<file path="src/rtl/switch_pkg.sv">
// Shared types and defaults for the chiplet switch allocator.
// The per-output lock FSM encoding and ID widths live here.
package switch_pkg;

    localparam int SA_NUM_INPORTS  = 4;
    localparam int SA_NUM_OUTPORTS = 4;
    localparam int SA_NUM_VCS      = 2;

    localparam int PORT_ID_W = $clog2(SA_NUM_OUTPORTS);
    localparam int VC_ID_W   = $clog2(SA_NUM_VCS);

    typedef logic [PORT_ID_W-1:0] port_id_t;
    typedef logic [VC_ID_W-1:0]   vc_id_t;

    typedef enum logic {
        IDLE   = 1'b0,
        LOCKED = 1'b1
    } sa_state_e;

    // An index into n items needs at least one bit, even when n is 1.
    function automatic int id_width(input int n);
        return (n > 1) ? $clog2(n) : 1;
    endfunction

endpackage

</file>
<file path="src/rtl/switch_allocator_rr_arbiter.sv">
// Round-robin arbiter: picks the first set request at or above ptr,
// wrapping, and returns it as a one-hot grant plus an index.
module rr_arbiter
    import switch_pkg::*;
#(
    parameter  int N  = 4,
    localparam int IW = id_width(N)
) (
    input  logic [N-1:0]  req,
    input  logic [IW-1:0] ptr,
    output logic [N-1:0]  gnt,
    output logic [IW-1:0] idx,
    output logic          valid
);

    always_comb begin
        int            cand;
        logic [IW-1:0] cand_idx;
        // NOTE: every output gets a default before the search so that no
        // path through the loop leaves a value unassigned (no latches).
        gnt      = '0;
        idx      = '0;
        valid    = 1'b0;
        cand     = 0;
        cand_idx = '0;
        for (int k = 0; k < N; k++) begin
            cand     = (int'(ptr) + k) % N;
            cand_idx = IW'(cand);
            if (!valid && req[cand_idx]) begin
                valid         = 1'b1;
                gnt[cand_idx] = 1'b1;
                idx           = cand_idx;
            end
        end
    end

endmodule

</file>
<file path="src/rtl/switch_allocator.sv">
// Per-output round-robin switch allocator with wormhole locking.
// Grants are combinational; lock owner, VC and round-robin pointer are registered.
module switch_allocator
    import switch_pkg::*;
#(
    parameter  int NUM_INPORTS  = SA_NUM_INPORTS,
    parameter  int NUM_OUTPORTS = SA_NUM_OUTPORTS,
    parameter  int NUM_VCS      = SA_NUM_VCS,
    localparam int IW           = id_width(NUM_INPORTS),
    localparam int OW           = id_width(NUM_OUTPORTS),
    localparam int VW           = id_width(NUM_VCS)
) (
    input  logic                                  clk,
    input  logic                                  n_rst,
    input  logic [NUM_INPORTS-1:0]                req,
    input  logic [NUM_INPORTS-1:0][OW-1:0]        req_outport,
    input  logic [NUM_INPORTS-1:0][VW-1:0]        req_vc,
    input  logic [NUM_INPORTS-1:0]                req_tail,
    input  logic [NUM_OUTPORTS-1:0][NUM_VCS-1:0]  buffer_available,
    output logic [NUM_INPORTS-1:0]                grant,
    output logic [NUM_OUTPORTS-1:0]               xbar_valid,
    output logic [NUM_OUTPORTS-1:0][IW-1:0]       xbar_sel,
    output logic [NUM_OUTPORTS-1:0][NUM_VCS-1:0]  packet_sent
);

    sa_state_e     state_q    [NUM_OUTPORTS];
    sa_state_e     state_d    [NUM_OUTPORTS];
    logic [IW-1:0] owner_q    [NUM_OUTPORTS];
    logic [IW-1:0] owner_d    [NUM_OUTPORTS];
    logic [VW-1:0] owner_vc_q [NUM_OUTPORTS];
    logic [VW-1:0] owner_vc_d [NUM_OUTPORTS];
    logic [IW-1:0] rr_ptr_q   [NUM_OUTPORTS];
    logic [IW-1:0] rr_ptr_d   [NUM_OUTPORTS];

    logic [NUM_INPORTS-1:0] elig      [NUM_OUTPORTS];
    logic [NUM_INPORTS-1:0] arb_gnt   [NUM_OUTPORTS];
    logic [IW-1:0]          arb_idx   [NUM_OUTPORTS];
    logic                   arb_valid [NUM_OUTPORTS];

    logic                   out_valid [NUM_OUTPORTS];
    logic [IW-1:0]          out_sel   [NUM_OUTPORTS];
    logic [VW-1:0]          out_vc    [NUM_OUTPORTS];
    logic [NUM_INPORTS-1:0] gnt_any;

    // An out-of-range req_outport never equals a real output index.
    always_comb begin
        for (int o = 0; o < NUM_OUTPORTS; o++) begin
            for (int i = 0; i < NUM_INPORTS; i++) begin
                elig[o][i] = req[i]
                          && (int'(req_outport[i]) == o)
                          && buffer_available[o][req_vc[i]];
            end
        end
    end

    for (genvar o = 0; o < NUM_OUTPORTS; o++) begin : g_arb
        rr_arbiter #(
            .N (NUM_INPORTS)
        ) u_arb (
            .req   (elig[o]),
            .ptr   (rr_ptr_q[o]),
            .gnt   (arb_gnt[o]),
            .idx   (arb_idx[o]),
            .valid (arb_valid[o])
        );
    end

    always_comb begin
        gnt_any = '0;
        for (int o = 0; o < NUM_OUTPORTS; o++) begin
            state_d[o]    = state_q[o];
            owner_d[o]    = owner_q[o];
            owner_vc_d[o] = owner_vc_q[o];
            rr_ptr_d[o]   = rr_ptr_q[o];
            out_valid[o]  = 1'b0;
            out_sel[o]    = '0;
            out_vc[o]     = '0;

            unique case (state_q[o])
                IDLE: begin
                    if (arb_valid[o]) begin
                        out_valid[o] = 1'b1;
                        out_sel[o]   = arb_idx[o];
                        out_vc[o]    = req_vc[arb_idx[o]];
                        gnt_any      = gnt_any | arb_gnt[o];
                        if (!req_tail[arb_idx[o]]) begin
                            state_d[o]    = LOCKED;
                            owner_d[o]    = arb_idx[o];
                            owner_vc_d[o] = req_vc[arb_idx[o]];
                        end
                        rr_ptr_d[o] = (int'(arb_idx[o]) == NUM_INPORTS - 1)
                                    ? '0 : arb_idx[o] + IW'(1);
                    end
                end
                LOCKED: begin
                    // The owner keeps the output even while stalled; its own
                    // outport/VC fields are not consulted mid-packet.
                    if (req[owner_q[o]] && buffer_available[o][owner_vc_q[o]]) begin
                        out_valid[o]        = 1'b1;
                        out_sel[o]          = owner_q[o];
                        out_vc[o]           = owner_vc_q[o];
                        gnt_any[owner_q[o]] = 1'b1;
                        if (req_tail[owner_q[o]]) begin
                            state_d[o] = IDLE;
                        end
                    end
                end
                default: state_d[o] = IDLE;
            endcase
        end
    end

    // Outputs are held quiet for the whole time reset is asserted.
    always_comb begin
        grant = n_rst ? gnt_any : '0;
        for (int o = 0; o < NUM_OUTPORTS; o++) begin
            xbar_valid[o] = n_rst && out_valid[o];
            xbar_sel[o]   = n_rst ? out_sel[o] : '0;
            for (int v = 0; v < NUM_VCS; v++) begin
                packet_sent[o][v] = n_rst && out_valid[o] && (int'(out_vc[o]) == v);
            end
        end
    end

    always_ff @(posedge clk or negedge n_rst) begin
        if (!n_rst) begin
            for (int o = 0; o < NUM_OUTPORTS; o++) begin
                state_q[o]    <= IDLE;
                owner_q[o]    <= '0;
                owner_vc_q[o] <= '0;
                rr_ptr_q[o]   <= '0;
            end
        end else begin
            // NOTE: state registers use non-blocking assignments so every
            // output's update sees the same pre-edge values.
            for (int o = 0; o < NUM_OUTPORTS; o++) begin
                state_q[o]    <= state_d[o];
                owner_q[o]    <= owner_d[o];
                owner_vc_q[o] <= owner_vc_d[o];
                rr_ptr_q[o]   <= rr_ptr_d[o];
            end
        end
    end

endmodule

</file>
<file path="config.mk">
export PLATFORM = sky130hd
export DESIGN_NAME = switch_allocator
export DESIGN_NICKNAME = d
export VERILOG_FILES = /design/src/rtl/switch_pkg.sv /design/src/rtl/switch_allocator_rr_arbiter.sv /design/src/rtl/switch_allocator.sv
export SDC_FILE = /design/constraint.sdc
export NUM_CORES = 1
export LEC_CHECK = 0
export CAP_MARGIN = 15
export CORE_MARGIN = 5
export CORE_UTILIZATION = 58
export CTS_CLUSTER_SIZE = 20
export DETAILED_ROUTE_END_ITERATION = 10
export GPL_TIMING_DRIVEN = 0
export HOLD_SLACK_MARGIN = 0.1
export PLACE_DENSITY = 0.86
export SETUP_SLACK_MARGIN = 0.1
export SLEW_MARGIN = 20
export SYNTH_ARGS = -nofsm -noshare
export SYNTH_HDL_FRONTEND = slang
export SYNTH_SLANG_ARGS = --single-unit
</file>
<file path="constraint.sdc">
create_clock -name clk -period 4.81 [get_ports clk]
set_input_delay 0.962 -clock clk [delete_from_list [all_inputs] [get_ports clk]]
set_output_delay 0.962 -clock clk [all_outputs]
set_load 0.1 [all_outputs]
</file>
==> run metrics <==
status finished clean; final hold slack 0.5737 ns; most common cell after layout, fill and taps aside nand2_1; WP data required 3.85 ns; Routed Antenna Nets 0; worst reg2reg startpoint rr_ptr_q[7]; Setup TNS 0 ns; crit start category input pin; share of the synthesized area in the top cell type 0.1369; Mapped Area 4388 um2; Critical Path Slowest Stage Cell mux4_2; Avg WL per Cell 21.03 um; Slew Limit Headroom 0.2542; CTS H-Tree Depth 1; Main synth FF type dfrtp_1; dpl hpwl 10490 um; CTS Sinks 24; minimum clock period 4.678 ns; top post-synthesis cells by area dfrtp_1, mux4_2, mux2i_1; Peak VDD IR 0.3699 mV; Starting DRT DRC Count 506; # DRC 0; vias in the first global route 4847; final setup fails 0; Crit path largest cell delay 0.54 ns; crit path capture type output pin; Hold Path Class register to register; sequential cell area fraction in the yosys report 0.1369; drt first pass iters 6; sequential group share of total power 0.148; cell family with most CP delay multiplexers; Clock Latency Late Sink 0.28 ns; Pint 1.301 mW; CTS Buf Count 3; core area 7292 um2; GPL Wtd Cong 0.9689; initial core utilization 0.6018; clock power share 0.066; CP Launch Point req_vc[1]; Via density 7.168; Post-synth EDFFs 0; WS Path Type input pin to output pin; Syn. warnings 0; height of the die 96.98 um; number of synthesized register bits 24; gr usage total 0.3050; nets@finish 668; final worst-path setup slack 0.1316 ns; clock-pin slew on the worst setup and hold paths 0.10 ns; dpl ws -1.570 ns; most frequent cells in the layout nand2_1, nor2_1, buf_4; root buf cell clkbuf_8; Max Slew Vio Count 0; final wirelength 15060 um; library cells used by synthesis 73; CTS Buffer Depth 2; Sw Ratio 0.5446; Synth Instances 540; Die Area 9405 um2; Tot Pwr 2.857 mW; Die Wd 96.98 um; antenna violations before repair 0; crit path DAT 3.72 ns; Final period util 0.9726; antenna fix cells 0; layout overhead on the synthesized area 27.40%; f_max 0.2137 GHz; IO Port Bufs 48; Syn Area/Cell 8.126 um2; most used cell, CP mux2i_4; max_cap viols 0; pwr dens 511.0 nW/um2; pin count of the biggest net entering global routing 31; critical path, cell by cell clkbuf_4 > mux2i_4 > or2_2 > mux4_2 > a311oi_4 > mux2i_2 > mux2i_4 > a22oi_2 > buf_4 > nor2_4 > buf_8; LEAKAGE 2.117 nW; io pins 54; asr flop ratio synth 1.000; final hold viol count 0; Switching Power 1.556 mW; CTS tree built; Synthesized Nets 590; Comb pwr share 0.785; first-pass GRT wire length 24230 um; GR Overflow Total 0; layout cells sized above 1 0.3031; hold path startpoint state_q[0]; skew final 0.003794 ns; Rows 31; Slew @ Worst Pin 1.119 ns; CP Max Fanout 8; Vias 5132; Synth area leader dfrtp_1; RSZ-0062 raised after global routing true; CP bufs+invs 3; # hold bufs at CTS 0
routing by layer:
layer	track usage	share of wire
met1	0.3923	0.37
met2	0.5090	0.47
met3	0.06547	0.12
met4	0.09827	0.045
met5	0	0
synth_stat cells (all sizes together) (6+ instances only):
cell / count
nor2: 52
inv: 20
ha: 20
mux4: 22
nor3: 9
a21oi: 18
nand2: 54
and3b: 6
dfrtp: 24
o211ai: 9
a22oi: 22
nand4: 7
a31oi: 10
mux2i: 30
nand2b: 7
mux2: 20
o2111ai: 7
nand3: 20
and2: 13
o21ai: 29
clkbuf: 22
a221oi: 7
buf: 9
metrics by stage:
step | util | instance area, um2 | cells
2_1_floorplan | - | 4513 | 540
6_report | 0.7666 | 5590 | 716
5_1_grt | 0.7666 | 5590 | 716
3_3_place_gp | 0.7018 | 5117 | 687
4_1_cts | 0.7442 | 5426 | 706
3_5_place_dp | 0.7011 | 5112 | 687
kinds of logic (layout without fill, tap and decap cells):
kind of cell             count (synthesis)  in the layout  share of synthesized area
XOR/XNOR                                 7              7                    0.01397
adder cells (fa/ha/maj)                 20             20                    0.05703
flip-flops                              24             24                     0.1369
multiplexers                            72             72                     0.2370
AO/OA/AOI/OAI                          167            167                     0.2843
AND/OR/NAND/NOR                        196            196                     0.2204
buffers and inverters                   54            131                    0.05047
layout make-up:
class	instances	area [um2]
Buffer	30	171.4
Clock buffer	3	41.29
Clock inverter	1	30.03
Fill cell	537	1702
Inverter	23	88.84
Multi-Input combinational cell	462	3906
Sequential cell	24	601.8
Tap cell	99	123.9
Timing Repair Buffer	74	626.9
repair_timing:
item / 4_1_cts / 5_1_grt
pin swaps: 7 / 10
resized for setup: 197 / 64
setup endpoints to repair: 24 / 21
buffers inserted: 16 / 10
power groups by stage:
stage	registers [mW]	logic, mW	clock network (mW)
2_1_floorplan	0.384	1.57	0
3_3_place_gp	0.409	1.91	0
3_5_place_dp	0.417	1.96	0
5_1_grt	0.435	2.40	0.192
6_report	0.424	2.24	0.190
4_1_cts	0.415	2.09	0.186
path summary, 6_finish.rpt:
kind | endpoint | slack, ns | depth (start not counted)
setup reg to reg | owner_vc_q[3] | 1.18 | 12
hold / removal | state_q[0] | 0.57 | 1
max in group asynchronous | rr_ptr_q[7] | 3.62 | 1
hold reg to reg | state_q[0] | 0.57 | 1
setup / recovery | packet_sent[7] | 0.13 | 11
min in group asynchronous | asynchronous set/reset pin | 0.70 | 1
Power figures use the tool's default switching activity.
